==> config.mk <==
export PLATFORM = sky130hd
export DESIGN_NAME = i2c_target_ctrl
export DESIGN_NICKNAME = d
export VERILOG_FILES = /design/src/rtl/i2c_pkg.sv /design/src/rtl/i2c_sync_edge.sv /design/src/rtl/i2c_target_ctrl.sv
export SDC_FILE = /design/constraint.sdc
export NUM_CORES = 1
export LEC_CHECK = 0
export CAP_MARGIN = 5
export CORE_ASPECT_RATIO = 0.75
export CORE_MARGIN = 2
export CORE_UTILIZATION = 47
export DETAILED_ROUTE_END_ITERATION = 6
export GPL_TIMING_DRIVEN = 0
export PLACE_DENSITY = 0.69
export SKIP_CTS_REPAIR_TIMING = 1
export SYNTH_ARGS = -nofsm -noshare
export SYNTH_HDL_FRONTEND = slang
export SYNTH_HIERARCHICAL = 1
export SYNTH_SLANG_ARGS = --single-unit
==> constraint.sdc <==
create_clock -name clk -period 2.4 [get_ports clk]
set_input_delay 0.24 -clock clk [delete_from_list [all_inputs] [get_ports clk]]
set_output_delay 0.24 -clock clk [all_outputs]
set_load 0.02 [all_outputs]
==> src/rtl/i2c_pkg.sv <==
`default_nettype none
// ----------------------------------------------------------------------------
// i2c_pkg : shared widths, ACK levels and FSM state encoding for the I2C target
// Revision: 1.0
// ----------------------------------------------------------------------------
package i2c_pkg;

  localparam int I2C_ADDR_W = 7;
  localparam int I2C_BYTE_W = 8;

  localparam logic ACK  = 1'b0;
  localparam logic NACK = 1'b1;

  localparam logic [2:0] ST_IDLE      = 3'd0;
  localparam logic [2:0] ST_ADDR      = 3'd1;
  localparam logic [2:0] ST_ADDR_ACK  = 3'd2;
  localparam logic [2:0] ST_WRITE     = 3'd3;
  localparam logic [2:0] ST_WRITE_ACK = 3'd4;
  localparam logic [2:0] ST_READ      = 3'd5;
  localparam logic [2:0] ST_READ_ACK  = 3'd6;
  localparam logic [2:0] ST_IGNORE    = 3'd7;

endpackage
`default_nettype wire

==> src/rtl/i2c_sync_edge.sv <==
`default_nettype none
// ----------------------------------------------------------------------------
// i2c_sync_edge : pin synchronizer plus history flop, giving level/rise/fall
// Revision: 1.0
// ----------------------------------------------------------------------------
module i2c_sync_edge #(
  parameter int   SYNC_STAGES = 2,
  parameter logic RESET_VAL   = 1'b1
) (
  input  logic clk,
  input  logic reset,
  input  logic din,
  output logic level,
  output logic rise,
  output logic fall
);

  logic [SYNC_STAGES-1:0] r_sync;
  logic                   r_hist;

  // Reset to the idle bus level so releasing reset never fakes an edge.
  always_ff @(posedge clk or negedge reset) begin
    if (!reset) begin
      r_sync <= {SYNC_STAGES{RESET_VAL}};
      r_hist <= RESET_VAL;
    end else begin
      r_sync <= {r_sync[SYNC_STAGES-2:0], din};
      r_hist <= r_sync[SYNC_STAGES-1];
    end
  end

  assign level = r_sync[SYNC_STAGES-1];
  assign rise  = level & ~r_hist;
  assign fall  = ~level & r_hist;

endmodule
`default_nettype wire

==> src/rtl/i2c_target_ctrl.sv <==
`default_nettype none
// ----------------------------------------------------------------------------
// i2c_target_ctrl : I2C target frame controller (START/STOP, addr, data, ACK)
// Revision: 1.0
// ----------------------------------------------------------------------------
module i2c_target_ctrl
  import i2c_pkg::*;
#(
  parameter logic [I2C_ADDR_W-1:0] TGT_ADDR    = 7'h50,
  parameter int                    SYNC_STAGES = 2
) (
  input  logic                  clk,
  input  logic                  reset,
  input  logic                  scl_in,
  input  logic                  sda_in,
  output logic                  sda_oe,
  output logic                  busy,
  output logic                  addr_hit,
  output logic                  rw,
  output logic [I2C_BYTE_W-1:0] rx_data,
  output logic                  rx_valid,
  input  logic [I2C_BYTE_W-1:0] tx_data,
  output logic                  tx_req
);

  logic w_scl, w_scl_rise, w_scl_fall;
  logic w_sda, w_sda_rise, w_sda_fall;
  logic w_start, w_stop, w_addr_match;

  logic [2:0]            r_state;
  logic [2:0]            r_bit_cnt;
  logic                  r_byte_done;
  logic [I2C_BYTE_W-1:0] r_shift;
  logic [I2C_BYTE_W-1:0] r_tx_shift;

  i2c_sync_edge #(.SYNC_STAGES(SYNC_STAGES), .RESET_VAL(1'b1)) u_scl_sync (
    .clk(clk), .reset(reset), .din(scl_in),
    .level(w_scl), .rise(w_scl_rise), .fall(w_scl_fall)
  );

  i2c_sync_edge #(.SYNC_STAGES(SYNC_STAGES), .RESET_VAL(1'b1)) u_sda_sync (
    .clk(clk), .reset(reset), .din(sda_in),
    .level(w_sda), .rise(w_sda_rise), .fall(w_sda_fall)
  );

  // SCL must be high in both samples; a simultaneous SCL change is an edge only.
  assign w_start      = w_scl & ~w_scl_rise & w_sda_fall;
  assign w_stop       = w_scl & ~w_scl_rise & w_sda_rise;
  assign w_addr_match = (r_shift[I2C_BYTE_W-1:1] == TGT_ADDR) && (TGT_ADDR != '0);

  always_ff @(posedge clk or negedge reset) begin
    if (!reset) begin
      r_state     <= ST_IDLE;
      r_bit_cnt   <= 3'd0;
      r_byte_done <= 1'b0;
      r_shift     <= '0;
      r_tx_shift  <= '0;
      sda_oe      <= 1'b0;
      busy        <= 1'b0;
      addr_hit    <= 1'b0;
      rw          <= 1'b0;
      rx_data     <= '0;
      rx_valid    <= 1'b0;
      tx_req      <= 1'b0;
    end else begin
      rx_valid <= 1'b0;
      tx_req   <= 1'b0;
      if (w_stop) begin
        r_state     <= ST_IDLE;
        r_bit_cnt   <= 3'd0;
        r_byte_done <= 1'b0;
        sda_oe      <= 1'b0;
        busy        <= 1'b0;
        addr_hit    <= 1'b0;
      end else if (w_start) begin
        r_state     <= ST_ADDR;
        r_bit_cnt   <= 3'd0;
        r_byte_done <= 1'b0;
        sda_oe      <= 1'b0;
        busy        <= 1'b0 | 1'b1;
        addr_hit    <= 1'b0;
      end else begin
        case (r_state)
          ST_ADDR: begin
            if (w_scl_rise && !r_byte_done) begin
              r_shift   <= {r_shift[I2C_BYTE_W-2:0], w_sda};
              r_bit_cnt <= r_bit_cnt + 3'd1;
              if (r_bit_cnt == 3'd7) begin
                rw          <= w_sda;
                r_byte_done <= 1'b1;
              end
            end else if (w_scl_fall && r_byte_done) begin
              r_byte_done <= 1'b0;
              if (w_addr_match) begin
                r_state <= ST_ADDR_ACK;
                sda_oe  <= 1'b1;
              end else begin
                r_state <= ST_IGNORE;
              end
            end
          end
          ST_ADDR_ACK: begin
            if (w_scl_fall) begin
              addr_hit <= 1'b1;
              if (rw) begin
                r_state    <= ST_READ;
                tx_req     <= 1'b1;
                r_tx_shift <= tx_data;
                sda_oe     <= ~tx_data[I2C_BYTE_W-1];
              end else begin
                r_state <= ST_WRITE;
                sda_oe  <= 1'b0;
              end
            end
          end
          ST_WRITE: begin
            if (w_scl_rise && !r_byte_done) begin
              r_shift   <= {r_shift[I2C_BYTE_W-2:0], w_sda};
              r_bit_cnt <= r_bit_cnt + 3'd1;
              if (r_bit_cnt == 3'd7) begin
                rx_data     <= {r_shift[I2C_BYTE_W-2:0], w_sda};
                rx_valid    <= 1'b1;
                r_byte_done <= 1'b1;
              end
            end else if (w_scl_fall && r_byte_done) begin
              r_byte_done <= 1'b0;
              r_state     <= ST_WRITE_ACK;
              sda_oe      <= 1'b1;
            end
          end
          ST_WRITE_ACK: begin
            if (w_scl_fall) begin
              r_state <= ST_WRITE;
              sda_oe  <= 1'b0;
            end
          end
          ST_READ: begin
            if (w_scl_rise && !r_byte_done) begin
              r_bit_cnt <= r_bit_cnt + 3'd1;
              if (r_bit_cnt == 3'd7) r_byte_done <= 1'b1;
            end else if (w_scl_fall) begin
              if (r_byte_done) begin
                r_byte_done <= 1'b0;
                r_state     <= ST_READ_ACK;
                sda_oe      <= 1'b0;
              end else begin
                r_tx_shift <= {r_tx_shift[I2C_BYTE_W-2:0], 1'b0};
                sda_oe     <= ~r_tx_shift[I2C_BYTE_W-2];
              end
            end
          end
          ST_READ_ACK: begin
            if (w_scl_rise && !r_byte_done) begin
              if (w_sda == NACK) begin
                r_state <= ST_IGNORE;
                sda_oe  <= 1'b0;
              end else begin
                r_byte_done <= 1'b1;
              end
            end else if (w_scl_fall && r_byte_done) begin
              r_byte_done <= 1'b0;
              r_state     <= ST_READ;
              tx_req      <= 1'b1;
              r_tx_shift  <= tx_data;
              sda_oe      <= ~tx_data[I2C_BYTE_W-1];
            end
          end
          ST_IGNORE: sda_oe <= 1'b0;
          default: ;
        endcase
      end
    end
  end

endmodule
`default_nettype wire

Word level (Yosys, flattened, before mapping)
Index checks and enable logic that the tools add are counted.

word-level totals
  bits in registers = 42
  latch bits = 0
  memory bits (writable) = 0
  bits in read-only memories = 0
  output and inout port bits = 14
  word-level logic and storage cells = 159
  memories = 0

operators by class
  $add $sub $neg = 1
  multipliers = 0
  divide/modulo/power cells = 0
  magnitude comparators = 0
  eq/ne operators = 30
  shift operators = 0
  multiplexer cells = 73
  bitwise logic cells = 16
  reduce and logical (&&, ||, !) cells = 23

operators with widths
  operator                                                         count
  3-bit 2-to-1 mux                                                 20
  7-bit 2-to-1 mux                                                 7
  1-bit 2-to-1 mux                                                 41
  4-bit != test, second input constant                             10
  12-bit AND reduction                                             2
  7-bit case mux with 3 select lines                               1
  3-bit case mux with 6 select lines                               1
  3-bit == test, second input constant                             5
  5-bit != test, second input constant                             3
  3-bit nonzero test                                               5
  2-bit != test, second input constant                             7
  10-bit AND reduction                                             1
  5-bit AND reduction                                              2
  1-bit NOT                                                        9
  9-bit nonzero test                                               1
  8-bit nonzero test                                               1
  1-bit AND                                                        7
  7-bit == test, second input constant                             1
  1-bit case mux with 7 select lines                               1
  3-bit by 2-bit == test with 1-bit output, second input constant  2
  5-bit by 4-bit != test with 1-bit output, second input constant  1
  5-bit nonzero test                                               1
  2-bit AND reduction                                              2
  4-bit AND reduction                                              1
  other kinds (10)                                                 11

Logic depth before layout (Yosys ltp)
  word-level depth = 8
  mapped depth = 7
  depth with buffers taken out = 6

Cells and area by module
Netlist, hierarchy kept.

modules (own cells, without submodules)
  module           instances  cells an instance  area an instance (sq um)  sequential area each (sq um)
  i2c_target_ctrl  1          176                1988.2                    900.9
  i2c_sync_edge    2          5                  93.8                      78.8

Least setup slack after synthesis
Ideal clock, no wire load.

  path kind = reg-to-reg
  start point = register u_scl_sync.r_sync[1]
  end point = register r_state[1]
  library setup time = 125 ps
  data arrival time = 1838 ps
  required time = 2275 ps
  path slack = 438 ps
  cell stages (with the launch flop) = 7
  buffers on the path = 0
  period minus slack after synthesis = 1962 ps
  cell sequence = dfstp_2 -> nor2b_1 -> nor2b_1 -> o21ai_2 -> o21ai_0 -> o21ai_2 -> mux2_2

on the way
  cells in the longest elaborated chain, start to end = 6
  elaborated cells between the ends (all ways) = 26
  classes of those cells = 11 x eq/ne; 4 x mux; 7 x bitwise; 4 x reduce/logical

ends and longest elaborated chain
  what                                                                              RTL line                                                              source
  start, declared                                                                   i2c_sync_edge.sv:18                                                   logic [SYNC_STAGES-1:0] r_sync;
  start signal, assigned                                                            i2c_sync_edge.sv:24                                                   r_sync <= {SYNC_STAGES{RESET_VAL}};
  start signal, assigned                                                            i2c_sync_edge.sv:27                                                   r_sync <= {r_sync[SYNC_STAGES-2:0], din};
  1-bit AND (*)                                                                     i2c_sync_edge.sv:33                                                   assign rise = level & ~r_hist;
  via w_scl_rise                                                                    i2c_target_ctrl.sv:26                                                 logic w_scl, w_scl_rise, w_scl_fall;
  1-bit NOT / 1-bit logical AND (equally long branches)                             --
  1-bit AND / 3-bit 2-to-1 mux (equally long branches)                              i2c_target_ctrl.sv:47, i2c_target_ctrl.sv:48, i2c_target_ctrl.sv:153
  1-bit AND, or another cell as far along                                           i2c_target_ctrl.sv:47                                                 assign w_start = w_scl & ~w_scl_rise & w_sda_fall;
  5-bit by 4-bit != test with 1-bit output (no line), or another cell as far along  --
  12-bit AND reduction (no line) / 3-bit 2-to-1 mux (equally long branches)         --
  end signal, assigned                                                              i2c_target_ctrl.sv:53                                                 r_state <= ST_IDLE;
  end signal, assigned                                                              i2c_target_ctrl.sv:69                                                 r_state <= ST_IDLE;
  end signal, assigned                                                              i2c_target_ctrl.sv:76                                                 r_state <= ST_ADDR;
  end, declared                                                                     i2c_target_ctrl.sv:30                                                 logic [2:0] r_state;

Mark *: on every way through the listed nets, which the timed path passes. The rest lies on a longest branch.
A chain may end at the register's enable or synchronous reset.

Final worst setup path
Ends and elaborated chain as after synthesis.

==> impl_metrics.csv <==
group,metric,value,unit
outcome,status,"finished, final reports clean",
timing,fin_crit,2187,ps
logic_synthesis,synth_compound_gate_area_share,11.04,%
drt,remaining_drc_errors,0,
finish,layout_common_cells,"36 x dfrtp_1, 24 x clkdlybuf4s50_1, 22 x mux2_2",
floorplan,core-area,0.004467,sq mm
pwr,finalPower,0.002550,W
grt,grt_use_met2,27.62,%
logic_synthesis,async_flop_share,100.0,%
clock_network,numCtsBuffers,5,
drt,wl_per_cell,15.75,um
finish,nFillCells,399,
worst_setup_path,crit_fanout,6,
grt,track_usage,19.02,%
timing,finClkSkew,7.309,ps
grt,use_met1,27.99,%
logic_synthesis,synthAdderAreaFrac,1.150,%
finish,nNetsFinal,232,
logic_synthesis,yosysSeqAreaShare,48.65,%
worst_setup_path,worstSetupPathType,"reg2reg",
finish,area_delta_synth_final,18.63,%
worst_setup_path,arrival,2370,ps
logic_synthesis,ys_warn_count,6,
pwr,vdd_ir_drop_max,0.5532,mV
worst_setup_path,worstPathRequired,2590,ps
logic_synthesis,synthFlopType,"dfrtp_1",
timing,setup_ws,213.3,ps
floorplan,num_rows,21,
worst_setup_path,cp-end-kind,"register",
timing,report.final.hold_viol_count,0,
logic_synthesis,ys_ff_latch,42,
clock_network,insertion_delay,300,ps
finish,layout-drive-gt1-share,28.77,%
clock_network,cts_sinks,42,
logic_synthesis,synth_top_family_by_area,"multiplexers",
logic_synthesis,ys_types,48,
floorplan,initial_utilization,48.71,%
logic_synthesis,avgSynthCellArea,11.70,sq um
drt,vias_per_cell,5.525,
drt,antenna_left,0,
grt,grt_util_met3,4.480,%
clock_network,cts_tree,"yes",
logic_synthesis,synthSimpleGateAreaFrac,16.16,%
drt,drt-total-wl,4.346,mm
clock_network,clockBufferDepth,2,
grt,grt-ovfl-total,0,
finish,final_common_cell,"dfrtp_1",
clock_network,cts-htree-levels,2,
placed_design,routabilityCongestion,0.9089,
timing,finalCritPeriodShare,91.11,%
logic_synthesis,synth-xor-area-share,0.4025,%
timing,fin_setup_tns,0,ps
drt,drt_iter0_drc,164,
hold_path,hold_path_class,"in2async",
pwr,power_density,987.8,mW/mm^2
clock_network,clkSlewWorstSetupHoldPaths,80,ps
logic_synthesis,synth_cells,186,
floorplan,boundaryPins,26,
logic_synthesis,syn_nets,200,
pwr,cellLeakagePower,1.181,nW
timing,finalSetupViolCount,0,
finish,diodes,0,
timing,slew_viol_final,0,
grt,top_usage_layer,"met1",
floorplan,dieWidth,82.57,um
floorplan,die_y,62.93,um
logic_synthesis,synth-edff-count,0,
timing,max-slew-margin-rel,39.55,%
timing,worst_slew_pin_slew,906.7,ps
placed_design,dp_slack,88.55,ps
timing,max_freq,0.4573,GHz
grt,grt_start_max_net_pins,43,
run,maxCapViolations,0,
floorplan,dieArea,0.005195,sq mm
logic_synthesis,synthMuxAreaShare,18.63,%
worst_setup_path,start_kind,"register",
grt,grt_pass1_vias,1583,
timing,rsz0062_at_grt,"false",
logic_synthesis,synth_area,0.002176,sq mm
placed_design,dpl.hpwl,3.172,mm
placed_design,port-buffer-count,25,
grt,grt_pass1_wl,7.500,mm
drt,vias,1525,
clock_network,root_buffer,"clkbuf_8",
drt,drt_first_pass_iters,4,
grt,antenna_found_initial,0,
[cells by family after synthesis]
logic type               count (synthesis)
AO/OA/AOI/OAI                           33
XOR/XNOR                                 1
adder cells (fa/ha/maj)                  2
buffers and inverters                   13
flip-flops                              42
multiplexers                            35
AND/OR/NAND/NOR                         60
[where the power goes]
group	internal [W]	total, W	switching [W]	leakage, nW
sequential	0.000874	0.000976	0.000102	0.533
combinational	0.000541	0.00112	0.000584	0.603
clock	0.000205	0.000449	0.000244	0.0452
total	0.00162	0.00255	0.000930	1.18
[layout make-up]
class / count / area [sq um] / share of cell area (%)
flip-flops and latches: 42 / 1059 / 41.01
multi-input cells: 131 / 1033 / 40.04
repair buffers: 25 / 245.2 / 9.501
clock buffers: 6 / 72.57 / 2.811
well taps: 57 / 71.32 / 2.763
plain buffers: 8 / 67.56 / 2.618
inverters: 5 / 18.77 / 0.7271
clock inverters: 2 / 13.76 / 0.5332
[metrics by stage]
step	area (sq um)	hold WS, ps	instances	util (%)
2_1_floorplan	2176	-55.59	186	-
3_5_place_dp	2492	347.2	268	55.80
5_1_grt	2581	146.2	276	57.79
4_1_cts	2579	107.7	276	57.73
6_report	2581	66.25	276	57.79
3_3_place_gp	2497	346.2	268	55.91
[cells in the mapped netlist, types with 2 or more instances]
cell type,n,area share (%)
a21oi_1,9,2.1
a32o_1,2,0.92
and2b_2,2,0.81
buf_2,3,0.69
buf_6,4,2.1
dfrtp_1,36,41
dfstp_2,6,7.2
ha_1,2,1.1
inv_1,4,0.69
mux2_1,2,1.0
mux2_2,22,11
mux2_4,5,3.5
mux2i_1,6,2.8
nand2_1,16,2.8
nand2b_1,3,0.86
nor2_1,13,2.2
nor2b_1,4,1.1
nor3_1,7,1.6
o21a_1,2,0.69
o21ai_0,6,1.4
o21ai_2,2,0.81
o221ai_1,2,0.81
or2_1,2,0.57
or3_1,2,0.57
[registers in the layout (all words and copies together), names as in the netlist, 2 cells and up]
register	cells
r_state	3
r_bit_cnt	3
rx_data	8
r_shift	8
r_tx_shift	7
u_sda_sync/r_sync	2
u_scl_sync/r_sync	2
[worst max-delay path: stages, from the launching register on]
cell and delay (ps):
dfstp_2 550, nor2b_2 310, nor2b_1 180, o21ai_2 190
o21ai_0 240, o21ai_2 250, mux2_2 360
[per-layer routing]
layer	up-vias	wire length (um)
li1	720	-
met1	744	2034
met2	56	1978
met3	5	283
met4	0	49
met5	-	0
[final timing paths]
kind,start,endpoint,slack (ps),depth (start not counted)
setup / recovery,u_scl_sync/r_sync[1],r_state[1],210,6
hold / removal,reset,rx_data[3],70,1
setup reg to reg,u_scl_sync/r_sync[1],r_state[1],210,6
hold reg to reg,u_scl_sync/r_sync[0],u_scl_sync/r_sync[1],360,0
max in group asynchronous,reset,r_tx_shift[2],1770,1
min in group clk,scl_in,u_scl_sync/r_sync[0],340,1
Note: power is estimated with default switching activity, not from simulation.
